[config.mk]
export PLATFORM = sky130hd
export DESIGN_NAME = imem_loader
export DESIGN_NICKNAME = d
export VERILOG_FILES = /design/src/rtl/imem_loader.sv
export SDC_FILE = /design/constraint.sdc
export NUM_CORES = 1
export LEC_CHECK = 0
export BUFFER_PORTS_ARGS = -buffer_cell sky130_fd_sc_hd__buf_2
export CORE_ASPECT_RATIO = 0.5
export CORE_MARGIN = 2
export CORE_UTILIZATION = 30
export CTS_BUF_LIST = sky130_fd_sc_hd__clkbuf_8
export DETAILED_ROUTE_END_ITERATION = 6
export SYNTH_ARGS = -nofsm -noshare
export SYNTH_HDL_FRONTEND = slang
export SYNTH_SLANG_ARGS = --single-unit
[constraint.sdc]
create_clock -name clk -period 7.5 [get_ports clk]
set_input_delay 1.5 -clock clk [delete_from_list [all_inputs] [get_ports clk]]
set_output_delay 1.5 -clock clk [all_outputs]
set_load 0.05 [all_outputs]
[src/rtl/imem_loader.sv]
// imem_loader: fills the instruction memory from a byte stream before the core runs.
// Four accepted bytes are packed little-endian into one 32-bit word. Words go to
// consecutive word-aligned addresses starting at 0x0. cpu_hold keeps the core in
// reset while a load is in progress. Every output comes straight from a flop.
module imem_loader #(
    parameter int DATA_WIDTH    = 32,
    parameter int ADDRESS_WIDTH = 32,
    parameter int MEM_SIZE      = 256,
    localparam int CNT_W        = $clog2(MEM_SIZE + 1)
) (
    input  logic                     clk,
    input  logic                     rst_n,
    input  logic                     start,
    input  logic [CNT_W-1:0]         num_words,
    input  logic                     byte_valid,
    input  logic [7:0]               byte_data,
    output logic                     byte_ready,
    output logic                     we,
    output logic [ADDRESS_WIDTH-1:0] waddr,
    output logic [DATA_WIDTH-1:0]    wdata,
    output logic                     busy,
    output logic                     cpu_hold,
    output logic                     done,
    output logic                     err
);

    localparam int IDX_W = (MEM_SIZE > 1) ? $clog2(MEM_SIZE) : 1;
    localparam logic [CNT_W-1:0] MEM_SIZE_C = CNT_W'(MEM_SIZE);

    typedef enum logic [1:0] {
        S_IDLE,
        S_RECV,
        S_WRITE,
        S_DONE
    } state_t;

    state_t                   state_q, state_d;
    logic [CNT_W-1:0]         n_q, n_d;
    logic [IDX_W-1:0]         word_idx_q, word_idx_d;
    logic [1:0]               byte_idx_q, byte_idx_d;
    logic [DATA_WIDTH-1:0]    wdata_q, wdata_d;
    logic [ADDRESS_WIDTH-1:0] waddr_q, waddr_d;
    logic                     we_q, we_d;
    logic                     byte_ready_q, byte_ready_d;
    logic                     busy_q, busy_d;
    logic                     done_q, done_d;
    logic                     err_q, err_d;
    logic                     byte_accept;
    logic                     last_word;

    // Next-state logic; registered outputs are derived from the next state so they track the state register.
    always_comb begin
        state_d      = state_q;
        n_d          = n_q;
        word_idx_d   = word_idx_q;
        byte_idx_d   = byte_idx_q;
        wdata_d      = wdata_q;
        waddr_d      = waddr_q;
        err_d        = err_q;
        byte_accept  = (state_q == S_RECV) && byte_valid && byte_ready_q;
        last_word    = (CNT_W'(word_idx_q) == (n_q - 1'b1));

        case (state_q)
            S_IDLE: begin
                if (start) begin
                    err_d      = (num_words > MEM_SIZE_C);
                    n_d        = (num_words > MEM_SIZE_C) ? MEM_SIZE_C : num_words;
                    word_idx_d = '0;
                    byte_idx_d = '0;
                    state_d    = (num_words == '0) ? S_DONE : S_RECV;
                end
            end
            S_RECV: begin
                if (byte_accept) begin
                    wdata_d[{byte_idx_q, 3'b000} +: 8] = byte_data;
                    byte_idx_d = byte_idx_q + 2'd1;
                    if (byte_idx_q == 2'd3) begin
                        waddr_d = ADDRESS_WIDTH'({word_idx_q, 2'b00});
                        state_d = S_WRITE;
                    end
                end
            end
            S_WRITE: begin
                if (last_word) begin
                    state_d = S_DONE;
                end else begin
                    word_idx_d = word_idx_q + 1'b1;
                    state_d    = S_RECV;
                end
            end
            S_DONE: begin
                state_d = S_IDLE;
            end
            default: begin
                state_d = S_IDLE;
            end
        endcase

        byte_ready_d = (state_d == S_RECV);
        we_d         = (state_d == S_WRITE);
        busy_d       = (state_d == S_RECV) || (state_d == S_WRITE);
        done_d       = (state_d == S_DONE);
    end

    // State and output registers; reset drops every output to 0 at once and discards a partial word.
    always_ff @(posedge clk or negedge rst_n) begin
        if (!rst_n) begin
            state_q      <= S_IDLE;
            n_q          <= '0;
            word_idx_q   <= '0;
            byte_idx_q   <= '0;
            wdata_q      <= '0;
            waddr_q      <= '0;
            we_q         <= 1'b0;
            byte_ready_q <= 1'b0;
            busy_q       <= 1'b0;
            done_q       <= 1'b0;
            err_q        <= 1'b0;
        end else begin
            state_q      <= state_d;
            n_q          <= n_d;
            word_idx_q   <= word_idx_d;
            byte_idx_q   <= byte_idx_d;
            wdata_q      <= wdata_d;
            waddr_q      <= waddr_d;
            we_q         <= we_d;
            byte_ready_q <= byte_ready_d;
            busy_q       <= busy_d;
            done_q       <= done_d;
            err_q        <= err_d;
        end
    end

    assign byte_ready = byte_ready_q;
    assign we         = we_q;
    assign waddr      = waddr_q;
    assign wdata      = wdata_q;
    assign busy       = busy_q;
    assign cpu_hold   = busy_q;
    assign done       = done_q;
    assign err        = err_q;

endmodule

Word level (Yosys, flattened, before mapping). Index checks and enable logic that the tools add are counted.

Register bits: 66. Input bits: 21. Output and inout port bits: 70.

Add/sub/neg operators: 4. Order comparisons: 1. Equal/unequal tests: 11. Shifts and indexed selects: 2. Muxes and demuxes: 14. Reductions and logical operators: 12.

Operators by type and width (number): bitwise mux 32 bit (1); variable shift 8 x 7 -> 32 bit (first input constant) (1); variable part select 8 x 7 -> 32 bit (1); 2-to-1 mux 8 bit (2); one-hot mux 8 bit (2 select lines) (1); 2-to-1 mux 2 bit (7); == test 2 bit (second input constant) (5); == test 8 x 9 -> 1 bit (1); > comparator 9 bit (second input constant) (1); logical NOT 9 bit (1); 2-to-1 mux 9 bit (1); AND reduction 3 bit (3); subtractor 9 x 1 -> 9 bit (second input constant) (1); adder 8 x 1 -> 8 bit (second input constant) (1); one-hot mux 2 bit (4 select lines) (1); negation 5 -> 7 bit (1); != test 2 bit (second input constant) (3); == test 2 x 1 -> 1 bit (second input constant) (2); one-hot mux 2 bit (2 select lines) (1); AND reduction 2 bit (2); nonzero test 2 bit (2); adder 2 x 1 -> 2 bit (second input constant) (1); logical AND 1 bit (2); logical NOT 2 bit (1); logical OR 1 bit (1).

Depth between registers and ports, before layout. Gate-level depths: netlist of the first run.

Depth after elaboration: 7. Depth in mapped cells: 12.

Worst setup path before layout of the first run. Ideal clock, no wire load.

Kind: in2reg. From: input byte_valid. To: register busy_q (netlist: busy). Setup time: 0.113 ns. Data arrival time: 2.671 ns. Data required time: 7.387 ns. Slack: 4.717 ns. Cell stages on the path: 7. Path buffers: 2. Cells stage by stage: and3_1 -> clkbuf_1 -> nand2_1 -> clkbuf_1 -> nand3_1 -> ha_1 -> inv_1.

Word-level cells in the longest chain between the ends: 6. Elaborated cells on any way between the ends: 7.

Ends and longest elaborated chain: start: declaration (line 15) `input logic byte_valid,`; logical AND 1 bit (*) (2 in series) (line 60) `byte_accept = (state_q == S_RECV) && byte_valid && byte_ready_q;`; 2-to-1 mux 2 bit (*) (line 74) `if (byte_accept) begin`; one-hot mux 2 bit (4 select lines) (*) (line 63) `case (state_q)`; == test 2 x 1 -> 1 bit / == test 2 bit (equally long branches) (line 101) `busy_d = (state_d == S_RECV) || (state_d == S_WRITE);`; logical OR 1 bit (*) (line 101); named net busy_d (line 45) `logic busy_q, busy_d;`; end signal: assignment (line 128) `busy_q <= busy_d;`; end: declaration (line 45).

The timed path passes the listed nets; every way through them passes the cells marked *. A chain may end at the register's enable or synchronous reset.

Worst setup path after layout of the first run.
From: register n_q[0]. To: register byte_ready_q (netlist: byte_ready).

Word-level cells in the longest chain between the ends: 5.

Ends and longest elaborated chain: start: declaration (line 38) `logic [CNT_W-1:0] n_q, n_d;`; start signal: assignment (line 121) `n_q <= n_d;`; subtractor 9 x 1 -> 9 bit (line 61) `last_word = (CNT_W'(word_idx_q) == (n_q - 1'b1));`; == test 8 x 9 -> 1 bit (line 61); 2-to-1 mux 2 bit (line 84) `if (last_word) begin`; one-hot mux 2 bit (4 select lines) (line 63); == test 2 x 1 -> 1 bit (line 99) `byte_ready_d = (state_d == S_RECV);`; named net byte_ready_d (line 44) `logic byte_ready_q, byte_ready_d;`; end signal: assignment (line 127) `byte_ready_q <= byte_ready_d;`; end: declaration (line 44).

The timed path passes the listed nets, and every way through them passes these cells.

==> results_dict.tcl, run 1 <==
set metrics [dict create \
    synth_cell_types 45 \
    rsz0062_at_grt "no" \
    timing.slew.headroom_pct 34.6 \
    min_period_ns 2.78 \
    use_met3_pct 4.75 \
    synthTopCellsByCount "nand2_1 (94), dfrtp_1 (66), o21ai_0 (42), buf_4 (25)" \
    rows 27 \
    path_cells "inv_1 > ha_1 > o21bai_1 > a311o_1 > a31o_2 > a211oi_4 > nand2_1 > and3_1 > ha_1" \
    die-area_mm2 0.0123 \
    yosysSeqAreaShare_pct 48.5 \
    synth_edf_count 0 \
    synth.most_common_cell "nand2_1" \
    synth_top_area_cell "dfrtp_1" \
    crit_type "reg -> reg" \
    yosys.area.top_type_share_pct 48.5 \
    p_per_area_mw_per_mm2 446 \
    io_buffer_count 66 \
    hold_slack_ns 0.474 \
    grt_pass1_vias 2421 \
    clkTransAtPathRegs_ns 0.08 \
    holdBufCountCts 0 \
    clock.fmax_mhz 360 \
    worstPathArrival_ns 3.02 \
    route.detailed.drc 0 \
    cts_tree "done" \
    synthCells 362 \
    die_h_um 79.3 \
    io_pins 91 \
    synthTopCellsByArea "dfrtp_1 (49%), nand2_1 (10%), o21ai_0 (6.2%)" \
    path_max_fanout 9 \
    routed_via_density 4.54 \
    cts_resized 0 \
    antenna_cells 0 \
    grt_pass1_wl_um 12500 \
    cp.required_ns 7.74 \
    initial_core_util_pct 30.9 \
    area_growth_pct 15.6 \
    wl_per_cell_um 13.3 \
    routed_wl_um 7650 \
    drive_gt1_share_pct 23.5 \
    synth_ff_type "dfrtp_1" \
    outcome "finished, final reports clean" \
    syn-cell-area_mm2 0.00340 \
    ir_worst_vdd_v 0.000125 \
    track_usage_pct 13.2 \
    tns_ns 0 \
    cp_slowest_stage_delay_ns 0.51 \
    startpoint_type "flop" \
    cts_setup_buffers 0 \
    hp-class "reg -> reg" \
    grt_use_met2_pct 20.2 \
    via_count 2610 \
    hpwl_um 5310 \
    cts_buffers 9 \
    gp_congestion 0.779 \
    setup_viol 0 \
    grt_util_met1_pct 17.3 \
    fin_skew_ns 0.00593 \
    cts_buffer_depth 2 \
    h-tree-depth 3 \
    overflow 0 \
    grt_max_degree 67 \
    clk_latency_ns 0.36 \
    syn_area_per_cell_um2 9.40 \
    slew_viol_final 0 \
    ys_async_sr_fraction_pct 100 \
    drv_cap 0 \
    worst_slew_pin_slew_ns 0.979 \
    design.core.area_mm2 0.0110 \
    final_nets 457 \
    ys_ff_latch 66 \
    antenna_left 0 \
    grt_antenna_before_repair 0 \
    cpMaxStageDelayCell "dfrtp_1" \
    post-route-period-util_pct 37.1 \
    cts_root_buffer "clkbuf_8" \
    drtIter0Drc 139 \
    total_power_mw 1.75 \
    yosysWarnings 0 \
    crit_top_cell "ha_1" \
    crit_path_end_kind "flop" \
    drtPass1Iterations 4 \
    p_leak_nw 1.92 \
    final_hold_viol_count 0 \
    die_w_um 155 \
    grt.busiest_layer "met2" \
    cts.sinks 66 \
]
-- per-stage QoR --
step | cells | instance area, um2 | setup WS (ns) | util, %
5_1_grt | 575 | 3930 | 4.51 | 35.7
3_3_place_gp | 559 | 3760 | 4.61 | 34.2
3_5_place_dp | 559 | 3760 | 4.54 | 34.2
4_1_cts | 575 | 3930 | 4.74 | 35.7
6_report | 575 | 3930 | 4.72 | 35.7
2_1_floorplan | 385 | 3490 | 4.72 | -
-- cells in the final DEF, fill, tap and decap left out, types with 3 or more instances in the layout --
| master | count |
|---|---|
| xor2_1 | 4 |
| buf_2 | 66 |
| nor3b_1 | 5 |
| or3_1 | 6 |
| a31o_2 | 3 |
| nand3_1 | 6 |
| nand4_1 | 5 |
| ha_1 | 11 |
| nor2_1 | 8 |
| nand2_1 | 94 |
| inv_1 | 9 |
| xnor2_1 | 4 |
| nor3_1 | 4 |
| clkinv_2 | 3 |
| conb_1 | 24 |
| and3_1 | 5 |
| a21oi_1 | 7 |
| o21ai_0 | 42 |
| nand3b_1 | 11 |
| mux2_2 | 9 |
| dfrtp_1 | 66 |
| clkbuf_8 | 10 |
-- power by group --
| part | total, mW | internal (mW) | switching (mW) |
|---|---|---|---|
| logic | 0.895 | 0.232 | 0.663 |
| clock network | 0.268 | 0.126 | 0.143 |
| registers | 0.591 | 0.484 | 0.107 |
-- flip-flops by register name, summed over array words and instances (netlist names), 2 cells and up --
signal,count
wdata,32
word_idx_q,8
n_q,9
waddr,8
byte_idx_q,2
state_q,2
-- routing by layer --
layer	vias to the layer above	routed length, um
li1	1304	-
met1	1227	3700
met2	70	3410
met3	9	441
met4	0	102
met5	-	0
-- area by class of cell --
cell class / count / area (um2)
repair buffers: 67 / 338
fillers: 1132 / 7080
inverters: 8 / 30.0
clock inverters: 6 / 33.8
clock buffers: 10 / 138
flip-flops and latches: 66 / 1650
multi-input cells: 273 / 1560
well taps: 145 / 181
-- final timing paths --
path	from	depth (start not counted)	slack (ns)	to
max	n_q[0]$_DFFE_PN0P_	9	4.72	byte_ready$_DFF_PN0_
min	err$_DFFE_PN0P_	2	0.47	err$_DFFE_PN0P_
max reg2reg	n_q[0]$_DFFE_PN0P_	9	4.72	byte_ready$_DFF_PN0_
min reg2reg	err$_DFFE_PN0P_	2	0.47	err$_DFFE_PN0P_
max in group asynchronous	rst_n	2	5.62	wdata[14]$_DFFE_PN0P_
min in group asynchronous	rst_n	2	1.32	word_idx_q[3]$_DFFE_PN0P_
-- kinds of logic (layout without fill, tap and decap cells) --
kind of cell               after synthesis  in the layout  share of synthesized area, %
AOI/OAI and AO/OA                       66             66                          12.3
xor gates and xnor gates                 8              8                          2.06
adders and majority gates               11             11                          4.05
buffers and inverters                   46             91                          8.13
DFF                                     66             66                          48.5
muxes                                    9              9                          2.98
other                                    1             24                         0.110
and+or+nand+nor                        155            155                          21.8
-- worst max-delay path: cells and delay by family (launching register included) --
kind / cells / cell delay, ns
adders and majority gates: 2 / 0.49
AOI/OAI and AO/OA: 4 / 1.23
buffers and inverters: 1 / 0.10
DFF: 1 / 0.51
and+or+nand+nor: 2 / 0.35
Note: power is estimated with default switching activity, not from simulation.
==> inputs of run 2 (changes only) <==
==> constraint.sdc (replaced) <==
create_clock -name clk -period 2.9 [get_ports clk]
set_input_delay 0.58 -clock clk [delete_from_list [all_inputs] [get_ports clk]]
set_output_delay 0.58 -clock clk [all_outputs]
set_load 0.05 [all_outputs]
==> run 2 against run 1 <==
Non-clock buffer count grew 5; largest cell class unchanged; cell count grew 0.52%; final area grew 0.99%; sequential share of layout area shrank 0.41 points.
==> results_dict.tcl, run 2 (same netlist as run 1, synthesis figures left out) <==
set metrics [dict create \
    outcome "finished, final reports clean" \
    crit_type "reg -> reg" \
    n_fill_cell 1151 \
    hpwl_um 5310 \
    die-area_mm2 0.0123 \
    routed_via_density 4.54 \
    holdBufCountCts 0 \
    drtIter0Drc 145 \
    io_pins 91 \
    rows 27 \
    crit_path_end_kind "flop" \
    worst_slew_pin_slew_ns 0.838 \
    via_count 2622 \
    post-place-ws_ns 0.319 \
    h-tree-depth 3 \
    die_w_um 155 \
    cts_tree "done" \
    clk_latency_ns 0.35 \
    min_period_ns 2.61 \
    cp_slowest_stage_delay_ns 0.52 \
    grt_antenna_before_repair 0 \
    startpoint_type "flop" \
    antenna_cells 0 \
    gp_congestion 0.797 \
    cts_root_buffer "clkbuf_8" \
    fin_skew_ns 0.00638 \
    rsz0062_at_grt "no" \
    io_buffer_count 66 \
    grt_pass1_vias 2469 \
    largest_register_ffs 32 \
    cts_buffer_depth 2 \
    cp.required_ns 3.11 \
    design.core.area_mm2 0.0110 \
    total_power_mw 4.61 \
    path_max_fanout 9 \
    area_growth_pct 16.7 \
    post-route-period-util_pct 90.1 \
    wl_per_cell_um 13.2 \
    route.detailed.drc 0 \
    cts.sinks 66 \
    initial_core_util_pct 30.9 \
    setup_slack_ns 0.287 \
    routed_wl_um 7610 \
    final_nets 462 \
    path_cells "inv_1 > ha_1 > o21bai_1 > a311o_1 > a31o_2 > a2111oi_4 > or3_1 > a21oi_1" \
    tns_ns 0 \
    final_common_cell "nand2_1" \
    overflow 0 \
    final_area_mm2 0.00397 \
    grt_max_degree 67 \
    cts_buffers 9 \
    timing.slew.headroom_pct 44.1 \
    drive_gt1_share_pct 24.0 \
    dpl_cell_area_mm2 0.00380 \
    antenna_left 0 \
    drtPass1Iterations 4 \
    final_cell_mix "nand2_1 (94), dfrtp_1 (66), buf_2 (66)" \
    cts_setup_buffers 0 \
    grt_pass1_wl_um 12300 \
    ir_worst_vdd_v 0.000325 \
    drv_cap 0 \
    hp-class "in -> async" \
    p_per_area_mw_per_mm2 1160 \
    cts_resized 0 \
    final_hold_viol_count 0 \
    slew_viol_final 0 \
    clock.fmax_mhz 383 \
    setup_viol 0 \
    cpMaxStageDelayCell "a2111oi_4" \
    worstPathArrival_ns 2.82 \
    clkTransAtPathRegs_ns 0.07 \
    p_leak_nw 1.96 \
    die_h_um 79.3 \
    track_usage_pct 13.0 \
]
## run 2: power breakdown
part	switching, mW	leakage (nW)	internal, mW
Clock	0.340	0.0959	0.379
Sequential	0.286	0.889	1.25
Combinational	1.72	0.971	0.631
## run 2: worst paths after layout
path	from	end	slack, ns	cells past startpoint
setup reg to reg	n_q[0]$_DFFE_PN0P_	word_idx_q[3]$_DFFE_PN0P_	0.29	8
hold reg to reg	wdata[1]$_DFFE_PN0P_	wdata[1]$_DFFE_PN0P_	0.47	2
hold / removal	rst_n	waddr[5]$_DFFE_PN0P_	0.41	2
max in group asynchronous	rst_n	wdata[27]$_DFFE_PN0P_	1.94	2
setup / recovery	n_q[0]$_DFFE_PN0P_	word_idx_q[3]$_DFFE_PN0P_	0.29	8
min in group clk	wdata[1]$_DFFE_PN0P_	wdata[1]$_DFFE_PN0P_	0.47	2
## run 2: area by class of cell
| type | count | area (um2) | area share (%) |
|---|---|---|---|
| sequential | 66 | 1650 | 41.6 |
| timing repair buffer | 72 | 375 | 9.45 |
| clock inverter | 5 | 48.8 | 1.23 |
| tap | 145 | 181 | 4.57 |
| clock buffer | 9 | 124 | 3.12 |
| inverter | 8 | 30.0 | 0.756 |
| multi-input combinational | 273 | 1560 | 39.3 |
## run 2: metal layers
layer,vias up,part of all wire [%],GRT usage [%]
met1,1229,47,15.7
met2,68,45,21.7
met5,-,0,0
li1,1316,-,-
met4,0,1.4,4.72
met3,9,6.0,4.69
## run 2: per-stage QoR
stage	util, %	hold WS [ns]	instances
6_report	36.1	0.412	578
5_1_grt	36.1	0.478	578
4_1_cts	36.1	0.444	578
3_5_place_dp	34.5	0.462	564
3_3_place_gp	34.5	0.455	564
2_1_floorplan	-	0.284	385
## run 2: worst max-delay path: cells and delay by family (launching register included)
kind                       cells  cell delay, ns
AOI/OAI and AO/OA              5            1.41
buffers and inverters          1            0.10
DFF                            1            0.48
adders and majority gates      1            0.31
and+or+nand+nor                1            0.18
